[config.mk]
export PLATFORM = sky130hd
export DESIGN_NAME = p405s_timerwdctl
export DESIGN_NICKNAME = d
export VERILOG_FILES = /design/src/rtl/p405s_timerwdctl.sv
export SDC_FILE = /design/constraint.sdc
export NUM_CORES = 1
export LEC_CHECK = 0
export CORE_UTILIZATION = 32
export DETAILED_ROUTE_END_ITERATION = 12
export PLACE_DENSITY = 0.62
export SLEW_MARGIN = 20
export SYNTH_ARGS = -nofsm -noshare
export SYNTH_HDL_FRONTEND = slang
export SYNTH_SLANG_ARGS = --single-unit
[constraint.sdc]
create_clock -name i_cb -period 1.75 [get_ports i_cb]
set_input_delay 0.2625 -clock i_cb [delete_from_list [all_inputs] [get_ports i_cb]]
set_output_delay 0.2625 -clock i_cb [all_outputs]
set_load 0.05 [all_outputs]
[src/rtl/p405s_timerwdctl.sv]
// Watchdog sequencer: detects the selected time-base tap edge, walks ENW -> WIS -> reset,
// and holds the watchdog reset request for RST_HOLD cycles after escalation.
module p405s_timerwdctl #(
    parameter int RST_HOLD = 8,
    parameter int CNT_W    = 4
) (
    input  logic       i_cb,
    input  logic       i_reset_core,
    input  logic [3:0] i_tb_wd_taps,
    input  logic [1:0] i_tcr_wp,
    input  logic [1:0] i_tcr_wrc,
    input  logic       i_tcr_wie,
    input  logic [1:0] i_timer_status,
    input  logic       i_dbg_freeze_timers,
    output logic       o_wd_pulse,
    output logic       o_hw_set_wd_intrp,
    output logic       o_hw_set_wd_rst,
    output logic [1:0] o_wd_rst_type,
    output logic [1:0] o_wd_rst_req,
    output logic       o_wd_intrp_req,
    output logic [1:0] o_dbg_state
);

    localparam logic [1:0] ST_IDLE     = 2'b00;
    localparam logic [1:0] ST_RST_HOLD = 2'b01;
    localparam logic [1:0] ST_RST_DONE = 2'b10;

    localparam logic [CNT_W-1:0] LP_HOLD = CNT_W'(RST_HOLD);
    localparam logic [CNT_W-1:0] LP_ONE  = CNT_W'(1);

    logic [1:0]       r_state;
    logic [CNT_W-1:0] r_cnt;
    logic             r_tap_prev;
    logic [1:0]       r_wp_prev;
    logic             r_wd_pulse;
    logic             r_hw_set_wd_intrp;
    logic             r_hw_set_wd_rst;
    logic [1:0]       r_wd_rst_type;
    logic             r_wd_intrp_req;

    logic w_tap;
    logic w_evt;
    logic w_enw;
    logic w_wis;
    logic w_escalate;

    assign w_tap = i_tb_wd_taps[i_tcr_wp];
    assign w_enw = i_timer_status[0];
    assign w_wis = i_timer_status[1];

    // A period-select change is never an edge, even if the newly selected tap is high.
    assign w_evt = w_tap & ~r_tap_prev & ~i_dbg_freeze_timers &
                   (i_tcr_wp == r_wp_prev) & (r_state == ST_IDLE);
    assign w_escalate = w_evt & w_enw & w_wis & (i_tcr_wrc != 2'b00);

    always_ff @(posedge i_cb or posedge i_reset_core) begin
        if (i_reset_core) begin
            r_tap_prev        <= 1'b1;
            r_wp_prev         <= 2'b00;
            r_wd_pulse        <= 1'b0;
            r_hw_set_wd_intrp <= 1'b0;
            r_hw_set_wd_rst   <= 1'b0;
            r_wd_intrp_req    <= 1'b0;
        end else begin
            r_tap_prev        <= w_tap;
            r_wp_prev         <= i_tcr_wp;
            r_wd_pulse        <= w_evt & ~w_enw;
            r_hw_set_wd_intrp <= w_evt & w_enw & ~w_wis;
            r_hw_set_wd_rst   <= w_escalate;
            r_wd_intrp_req    <= w_wis & i_tcr_wie;
        end
    end

    // Counter reaching 1 ends the hold, so the request is high exactly RST_HOLD cycles.
    always_ff @(posedge i_cb or posedge i_reset_core) begin
        if (i_reset_core) begin
            r_state       <= ST_IDLE;
            r_cnt         <= '0;
            r_wd_rst_type <= 2'b00;
        end else begin
            case (r_state)
                ST_IDLE: begin
                    if (w_escalate) begin
                        r_state       <= ST_RST_HOLD;
                        r_cnt         <= LP_HOLD;
                        r_wd_rst_type <= i_tcr_wrc;
                    end
                end
                ST_RST_HOLD: begin
                    if (r_cnt == LP_ONE) begin
                        r_state <= ST_RST_DONE;
                        r_cnt   <= '0;
                    end else begin
                        r_cnt <= r_cnt - LP_ONE;
                    end
                end
                ST_RST_DONE: begin
                    r_state <= ST_RST_DONE;
                end
                default: begin
                    r_state <= ST_IDLE;
                    r_cnt   <= '0;
                end
            endcase
        end
    end

    assign o_wd_pulse        = r_wd_pulse;
    assign o_hw_set_wd_intrp = r_hw_set_wd_intrp;
    assign o_hw_set_wd_rst   = r_hw_set_wd_rst;
    assign o_wd_rst_type     = r_wd_rst_type;
    assign o_wd_rst_req      = (r_state == ST_RST_HOLD) ? r_wd_rst_type : 2'b00;
    assign o_wd_intrp_req    = r_wd_intrp_req;
    assign o_dbg_state       = r_state;

endmodule

After elaboration in Yosys (flattened, before gate mapping)
Cells that the tools add are included.
Word-level totals
  register bits after elaboration: 15
  bits of input ports: 14
  output and inout port bits: 10
  word-level logic and storage cells: 46
Operators by class
  add/subtract/negate cells: 1
  magnitude comparators: 1
  eq/ne operators: 6
  multiplexer cells: 9
  bitwise logic cells: 15
  reductions and logical operators: 5
Operators with widths (count)
  $pmux W4 S3: 1
  $and A1 B1 Y1: 10
  $mux W4: 2
  $mux W2: 3
  $pmux W2 S3: 1
  $reduce_and A2 Y1: 3
  $not A1 Y1: 5
  $eq A4 B1 Y1 const B: 1
  $ne A2 B2 Y1 const B: 2
  $sub A4 B1 Y4 const B: 1
  $lt A2 B3 Y1 const B: 1
  $bmux W1 S2: 1
  $eq A2 B1 Y1 const B: 1
  $eq A2 B2 Y1: 1
  $eq A2 B2 Y1 const B: 1
  $logic_not A2 Y1: 1
  $reduce_bool A2 Y1: 1
  $mux W1: 1

Longest topological paths before layout
Gate-level depths: netlist of the first run.
  word-level depth: 11
  mapped depth: 7
  mapped depth without buffers: 7

Least setup slack after synthesis of the first run
No wires, ideal clock.
  path kind: reg-to-reg
  start point: register r_state[0] (netlist: o_dbg_state[0])
  end point: register r_wd_rst_type[0] (netlist: o_wd_rst_type[0])
  library setup time: 125 ps
  arrival time: 2028 ps
  required time: 1625 ps
  setup slack: -403 ps
  cell stages (with the launch flop): 7
  path buffers: 0
  clock period less this slack: 2153 ps
  path through: dfrtp_1 inv_1 ha_1 nor3b_1 nand2_1 nor4b_4 mux2_2
Between the ends
  cells in the longest elaborated chain, start to end: 6
RTL lines
  start, declared: RTL line 31  | logic [1:0] r_state;
  start signal, assigned: RTL line 77  | r_state <= ST_IDLE;
  start signal, assigned: RTL line 84  | r_state <= ST_RST_HOLD;
  start signal, assigned: RTL line 91  | r_state <= ST_RST_DONE;
  $logic_not A2 Y1: RTL line 53  | (i_tcr_wp == r_wp_prev) & (r_state == ST_IDLE);
  $and A1 B1 Y1: RTL line 53
  $and A1 B1 Y1 (3 in series): RTL line 54  | assign w_escalate = w_evt & w_enw & w_wis & (i_tcr_wrc != 2'b00);
  via w_escalate: RTL line 45  | logic w_escalate;
  $reduce_and A2 Y1 (no line)
  end signal, assigned: RTL line 86  | r_wd_rst_type <= i_tcr_wrc;
  end, declared: RTL line 38  | logic [1:0] r_wd_rst_type;
The timed path passes the listed nets, and every way through them passes these cells.
A chain may end at the register's enable or synchronous reset.

Final worst setup path of the first run
  start point: register r_state[0] (netlist: o_dbg_state[0])
  end point: register r_wd_rst_type[1] (netlist: o_wd_rst_type[1])
Same word-level chain as after synthesis.

==> qor.yml, run 1 <==
outcome: "complete, no violations"
yosys-top-cells-area: "dfrtp_1, ha_1, inv_1"
drc: 0
syn_inst: 64
clk_latency_ns: 0.28
worstPathRequired_ns: 1.93
max_stage_delay_ns: 0.41
die_y_um: 50.8
hold_viol: 0
h-tree-depth: 1
endpoint_kind: "flop"
start_util_pct: 34.2
die-area_um2: 2580
layout_common_cells: "buf_4, clkdlybuf4s50_1, dfrtp_1"
synth_top_area_share_pct: 45.9
synth_area_per_cell_um2: 11.9
relSlewSlack_pct: 61.1
via_count: 634
drive_gt1_share_pct: 41.5
crit_chain: "inv_2, ha_4, nor3b_4, nand2_2, nor4b_4, mux2_4"
whs_ns: 0.333
ys_ff_latch: 15
viasPerCell: 4.73
ys_seq_area_share_pct: 49.3
slowest_stage: "dfrtp_2"
peakVddDrop_mv: 0.642
final_common_cell: "buf_4"
cts_buffer_depth: 2
grt_pass1_wl_um: 2880
synth.largest_area_cell: "dfrtp_1"
cts_tree: "built"
skew_ns: 0.000701
clock_sinks: 15
setup_viol: 0
nNetsFinal: 126
rows: 17
path_buf_inv: 1
fmax_ghz: 0.576
hold_path.class: "in -> async"
syn_nets: 83
layout_min_cycle_time_ns: 1.74
wirelength_um: 1670
fin_util_pct: 55.6
grt_antenna_before_repair: 0
gr-total-overflow: 0
grt_pass1_vias: 696
p_leak_nw: 0.554
n_antenna_cell: 0
fillCellCount: 201
clk_pin_slew_ns: 0.09
die_x_um: 50.8
hold_buffers: 0
cap_violations: 0
drv_slew: 0
dr.first_iter.drc_count: 2
yosys_warnings: 0
worst_slew_pin_slew_ns: 0.583
post-layout-total-power_mw: 1.30
post-route-period-util_pct: 99.2
root_buffer: "clkbuf_4"
io_buffers: 23
cp.arrival_ns: 1.91
grt_usage_pct: 15.6
ys.flop_type: "dfrtp_1"
areaGrowthSynthToFinish_pct: 62.8
rsz0062_at_grt: "yes"
ant_nets: 0
critPathKind: "reg -> reg"
synth_cell_types: 26
grt_max_degree: 16
regToRegSetupSlack_ns: 0.01
first_pass_iters: 2
wl_per_cell_um: 12.5
ios: 24
place_congestion: 0.718
cp-start-kind: "flop"
numCtsBuffers: 3
crit_family: "simple AND/OR/NAND/NOR gates"
cp_max_fo: 3
synth_area_um2: 763
core_um2: 2230
async_flop_share_pct: 100
place_hpwl_um: 1320
power.density_nw_per_um2: 1050
synth_edf_count: 0
-- report_power, final --
| group | total [mW] | switching, mW | internal, mW |
|---|---|---|---|
| clock | 0.201 | 0.116 | 0.0849 |
| sequential | 0.472 | 0.0556 | 0.417 |
| combinational | 0.630 | 0.323 | 0.307 |
-- synthesized netlist by cell type (2+ instances only) --
cell type and n:
a21oi_1 4, and2_1 3, dfrtp_1 14, ha_1 5, inv_1 8, mux2_2 2
nand2_1 2, nor2_1 2, nor3_1 2, nor3b_1 3, o22a_1 2, o2bb2ai_1 2
xnor2_1 2
-- kinds of logic after synthesis --
group	Yosys count	share of synthesized area, %
buffers and inverters	9	4.43
AND/OR/NAND/NOR	15	15.2
multiplexers	3	5.90
AO/OA/AOI/OAI	15	14.6
flip-flops	15	49.3
XOR/XNOR	2	2.30
adder cells (fa/ha/maj)	5	8.20
-- per-stage QoR --
step                instance area, um^2  worst slack (ns)  instances  TNS (ns)
floorplan                           797            -0.148         64    -0.296
global placement                   1180            -0.263        129     -1.53
detailed placement                 1180            -0.317        129     -1.93
CTS                                1210           0.00176        133         0
global route                       1240           -0.0437        134    -0.141
finish                             1240            0.0145        134         0
-- final timing paths --
check	depth (start not counted)	to	from
worst max-delay path	6	o_wd_rst_type[1]$_DFFE_PP0P_	o_dbg_state[0]$_DFFE_PP0P_
worst min register to register	1	o_wd_rst_type[1]$_DFFE_PP0P_	o_wd_rst_type[1]$_DFFE_PP0P_
max in group asynchronous	2	o_dbg_state[1]$_DFFE_PP0P_	i_reset_core
min in group i_cb	2	r_wp_prev[0]$_DFF_PP0_	i_tcr_wp[0]
worst max register to register	6	o_wd_rst_type[1]$_DFFE_PP0P_	o_dbg_state[0]$_DFFE_PP0P_
worst min-delay path	2	o_wd_pulse$_DFF_PP0_	i_reset_core
-- final cells by class --
cell class                 instances  area (um^2)  area share, %
tap                               28         35.0           2.82
inverter                           9         33.8           2.72
clock buffer                       3         22.5           1.81
timing repair buffer              38          355           28.6
sequential                        15          379           30.5
clock inverter                     1         5.00          0.403
multi-input combinational         40          412           33.1
-- flip-flops by register name, summed over array words and instances, names as in the netlist --
| signal | cells |
|---|---|
| o_dbg_state | 2 |
| o_hw_set_wd_intrp | 1 |
| o_hw_set_wd_rst | 1 |
| o_wd_intrp_req | 1 |
| o_wd_pulse | 1 |
| o_wd_rst_type | 2 |
| r_cnt | 4 |
| r_tap_prev | 1 |
| r_wp_prev | 2 |
-- layer usage --
layer,wire length (um),global-route usage [%],vias to the layer above
li1,-,-,310
met1,732,16.9,297
met2,828,28.4,23
met3,85,2.98,4
met4,27,8.33,0
met5,0,0,-
-- what timing repair did --
item,CTS,global route
gates resized for setup,2,6
setup buffers,0,1
setup endpoints to repair,1,10
pin swaps,0,6
endpoints found under the hold margin,0,0
No activity file was read; power rests on OpenSTA's default activity.
==> inputs of run 2 (changes only) <==
--- a/config.mk
+++ b/config.mk
@@ -7,6 +7,7 @@
 export LEC_CHECK = 0
 export CORE_UTILIZATION = 32
 export DETAILED_ROUTE_END_ITERATION = 12
+export GPL_TIMING_DRIVEN = 0
 export PLACE_DENSITY = 0.62
 export SLEW_MARGIN = 20
 export SYNTH_ARGS = -nofsm -noshare
==> run 2 against run 1 <==
The run now ends with negative setup slack left. Wire length shrank 3.3%. Count of clock-buffer cells in the layout is the same. Cell count shrank 3.7%. Maximum frequency shrank 2.5%. Largest power group unchanged.
==> qor.yml, run 2 (synthesized netlist as in run 1, its figures left out) <==
ios: 24
endpoint_kind: "flop"
layout_common_cells: "clkdlybuf4s50_1, dfrtp_1, buf_4"
cap_violations: 0
die_x_um: 50.8
rows: 17
p_switching_uw: 510
power.density_nw_per_um2: 1080
clk_pin_slew_ns: 0.09
relSlewSlack_pct: 63.1
die-area_um2: 2580
ant_nets: 0
power_frac_clock_pct: 15.1
viasPerCell: 4.86
hold_viol: 0
violations: "negative setup slack"
drv_slew: 0
grt_max_degree: 16
place_hpwl_um: 1130
critPathKind: "reg -> reg"
fmax_ghz: 0.562
n_antenna_cell: 0
io_buffers: 23
cts_tree: "built"
via_count: 627
dr.first_iter.drc_count: 6
hold_buffers: 0
skew_ns: 0.00159
h-tree-depth: 1
p_int_uw: 799
clock_sinks: 15
dp_cells: 115
setup_viol: 5
cts_buffer_depth: 2
peakVddDrop_mv: 0.517
gr-total-overflow: 0
p_seq_share_pct: 37.4
areaGrowthSynthToFinish_pct: 58.2
clk_latency_ns: 0.28
outcome: "finished with violations"
grt_pass1_wl_um: 2680
regMostFlops: "r_cnt"
drc: 0
nNetsFinal: 121
numCtsBuffers: 3
core_um2: 2230
root_buffer: "clkbuf_4"
wl_per_cell_um: 12.5
cp.arrival_ns: 1.95
swShare_pct: 39.0
fin_area_um2: 1210
grt_antenna_before_repair: 0
layout_min_cycle_time_ns: 1.78
post-route-period-util_pct: 102
grt_usage_pct: 14.5
hold_path.class: "in -> reg"
p_leak_nw: 0.578
worst_slew_pin_slew_ns: 0.553
die_y_um: 50.8
worstPathRequired_ns: 1.92
final_common_cell: "clkdlybuf4s50_1"
first_pass_iters: 4
cp_max_fo: 4
place_congestion: 0.636
p_comb_share_pct: 47.5
cp-start-kind: "flop"
start_util_pct: 34.2
wirelength_um: 1620
fin_ws_ns: -0.0296
rsz0062_at_grt: "yes"
largest_register_ffs: 4
dpl_cell_area_um2: 1060
stdcell_count: 129
grt_pass1_vias: 602
drive_gt1_share_pct: 35.6
[run 2: cell types whose count changed in the layout (fill, tap and decap cells not counted)]
| cell | previous run | this run |
|---|---|---|
| dlymetal6s2s_1 | 0 | 3 |
| buf_6 | 1 | 0 |
| o21ai_2 | 0 | 1 |
| ha_1 | 3 | 4 |
| o21ai_1 | 1 | 0 |
| o31ai_1 | 1 | 0 |
| o31ai_4 | 0 | 1 |
| buf_12 | 2 | 0 |
| dlygate4sd2_1 | 1 | 2 |
| buf_4 | 18 | 12 |
| ha_2 | 1 | 0 |
[run 2: per-layer routing]
layer	up-vias	wire, um	global-route usage (%)	share of wire (%)
met2	23	783	23.1	48
met1	300	733	19.0	45
met5	-	0	0	0
met4	0	10	5.56	0.62
li1	302	-	-	-
met3	2	89	3.57	5.5
[run 2: final cells by class]
cell class | instances | area (um^2)
Inverter | 9 | 33.8
Clock inverter | 1 | 5.00
Timing Repair Buffer | 33 | 305
Clock buffer | 3 | 22.5
Tap cell | 28 | 35.0
Multi-Input combinational cell | 40 | 427
Fill cell | 194 | 1030
Sequential cell | 15 | 379
[run 2: power by group through the flow]
stage | clock network (mW) | logic [mW] | registers [mW]
2_1_floorplan | 0 | 0.304 | 0.546
3_3_place_gp | 0 | 0.504 | 0.482
3_5_place_dp | 0 | 0.514 | 0.486
4_1_cts | 0.207 | 0.537 | 0.482
5_1_grt | 0.225 | 0.677 | 0.501
6_report | 0.197 | 0.622 | 0.490
[run 2: path summary, 6_finish.rpt]
kind / from / to / slack, ns / cells after the start
worst max register to register: o_dbg_state[1]$_DFFE_PP0P_ / o_wd_rst_type[1]$_DFFE_PP0P_ / -0.03 / 6
worst min-delay path: i_tcr_wp[0] / r_wp_prev[0]$_DFF_PP0_ / 0.31 / 1
max in group asynchronous: i_reset_core / o_dbg_state[0]$_DFFE_PP0P_ / 1.03 / 2
min in group asynchronous: i_reset_core / r_cnt[3]$_DFFE_PP0P_ / 0.33 / 2
worst min register to register: o_wd_rst_type[0]$_DFFE_PP0P_ / o_wd_rst_type[0]$_DFFE_PP0P_ / 0.53 / 1
worst max-delay path: o_dbg_state[1]$_DFFE_PP0P_ / o_wd_rst_type[1]$_DFFE_PP0P_ / -0.03 / 6
[run 2: repair_timing]
item / in CTS / in global routing
gates resized for setup: 16 / 9
setup endpoints to repair: 11 / 13
gates cloned: 0 / 0
setup buffers: 4 / 6
pin swaps: 2 / 4
[run 2: critical path: stages (launching register included)]
cell     delay, ns
dfrtp_2       0.44
inv_2         0.09
ha_4          0.13
nor3b_4       0.19
nand2_2       0.09
nor4b_4       0.40
mux2_4        0.33
[run 2: metrics by stage]
stage	hold WS (ns)	power, mW	util (%)	setup slack, ns	setup TNS (ns)
finish	0.306	1.31	54.1	-0.0296	-0.116
global route	0.296	1.40	54.1	-0.106	-0.797
CTS	0.300	1.23	50.1	-0.0376	-0.116
detailed placement	0.518	1.00	47.6	-0.395	-2.84
global placement	0.519	0.986	47.6	-0.388	-2.62
floorplan	0.163	0.849	-	-0.148	-0.296
==> inputs of run 3 (changes only) <==
--- a/config.mk
+++ b/config.mk
@@ -5,7 +5,9 @@
 export SDC_FILE = /design/constraint.sdc
 export NUM_CORES = 1
 export LEC_CHECK = 0
+export CAP_MARGIN = 20
 export CORE_UTILIZATION = 32
+export CTS_BUF_LIST = sky130_fd_sc_hd__clkbuf_4
 export DETAILED_ROUTE_END_ITERATION = 12
 export GPL_TIMING_DRIVEN = 0
 export PLACE_DENSITY = 0.62
==> results of run 3 <==
No change in the layout: final DEF, timing and power equal those of run 2.
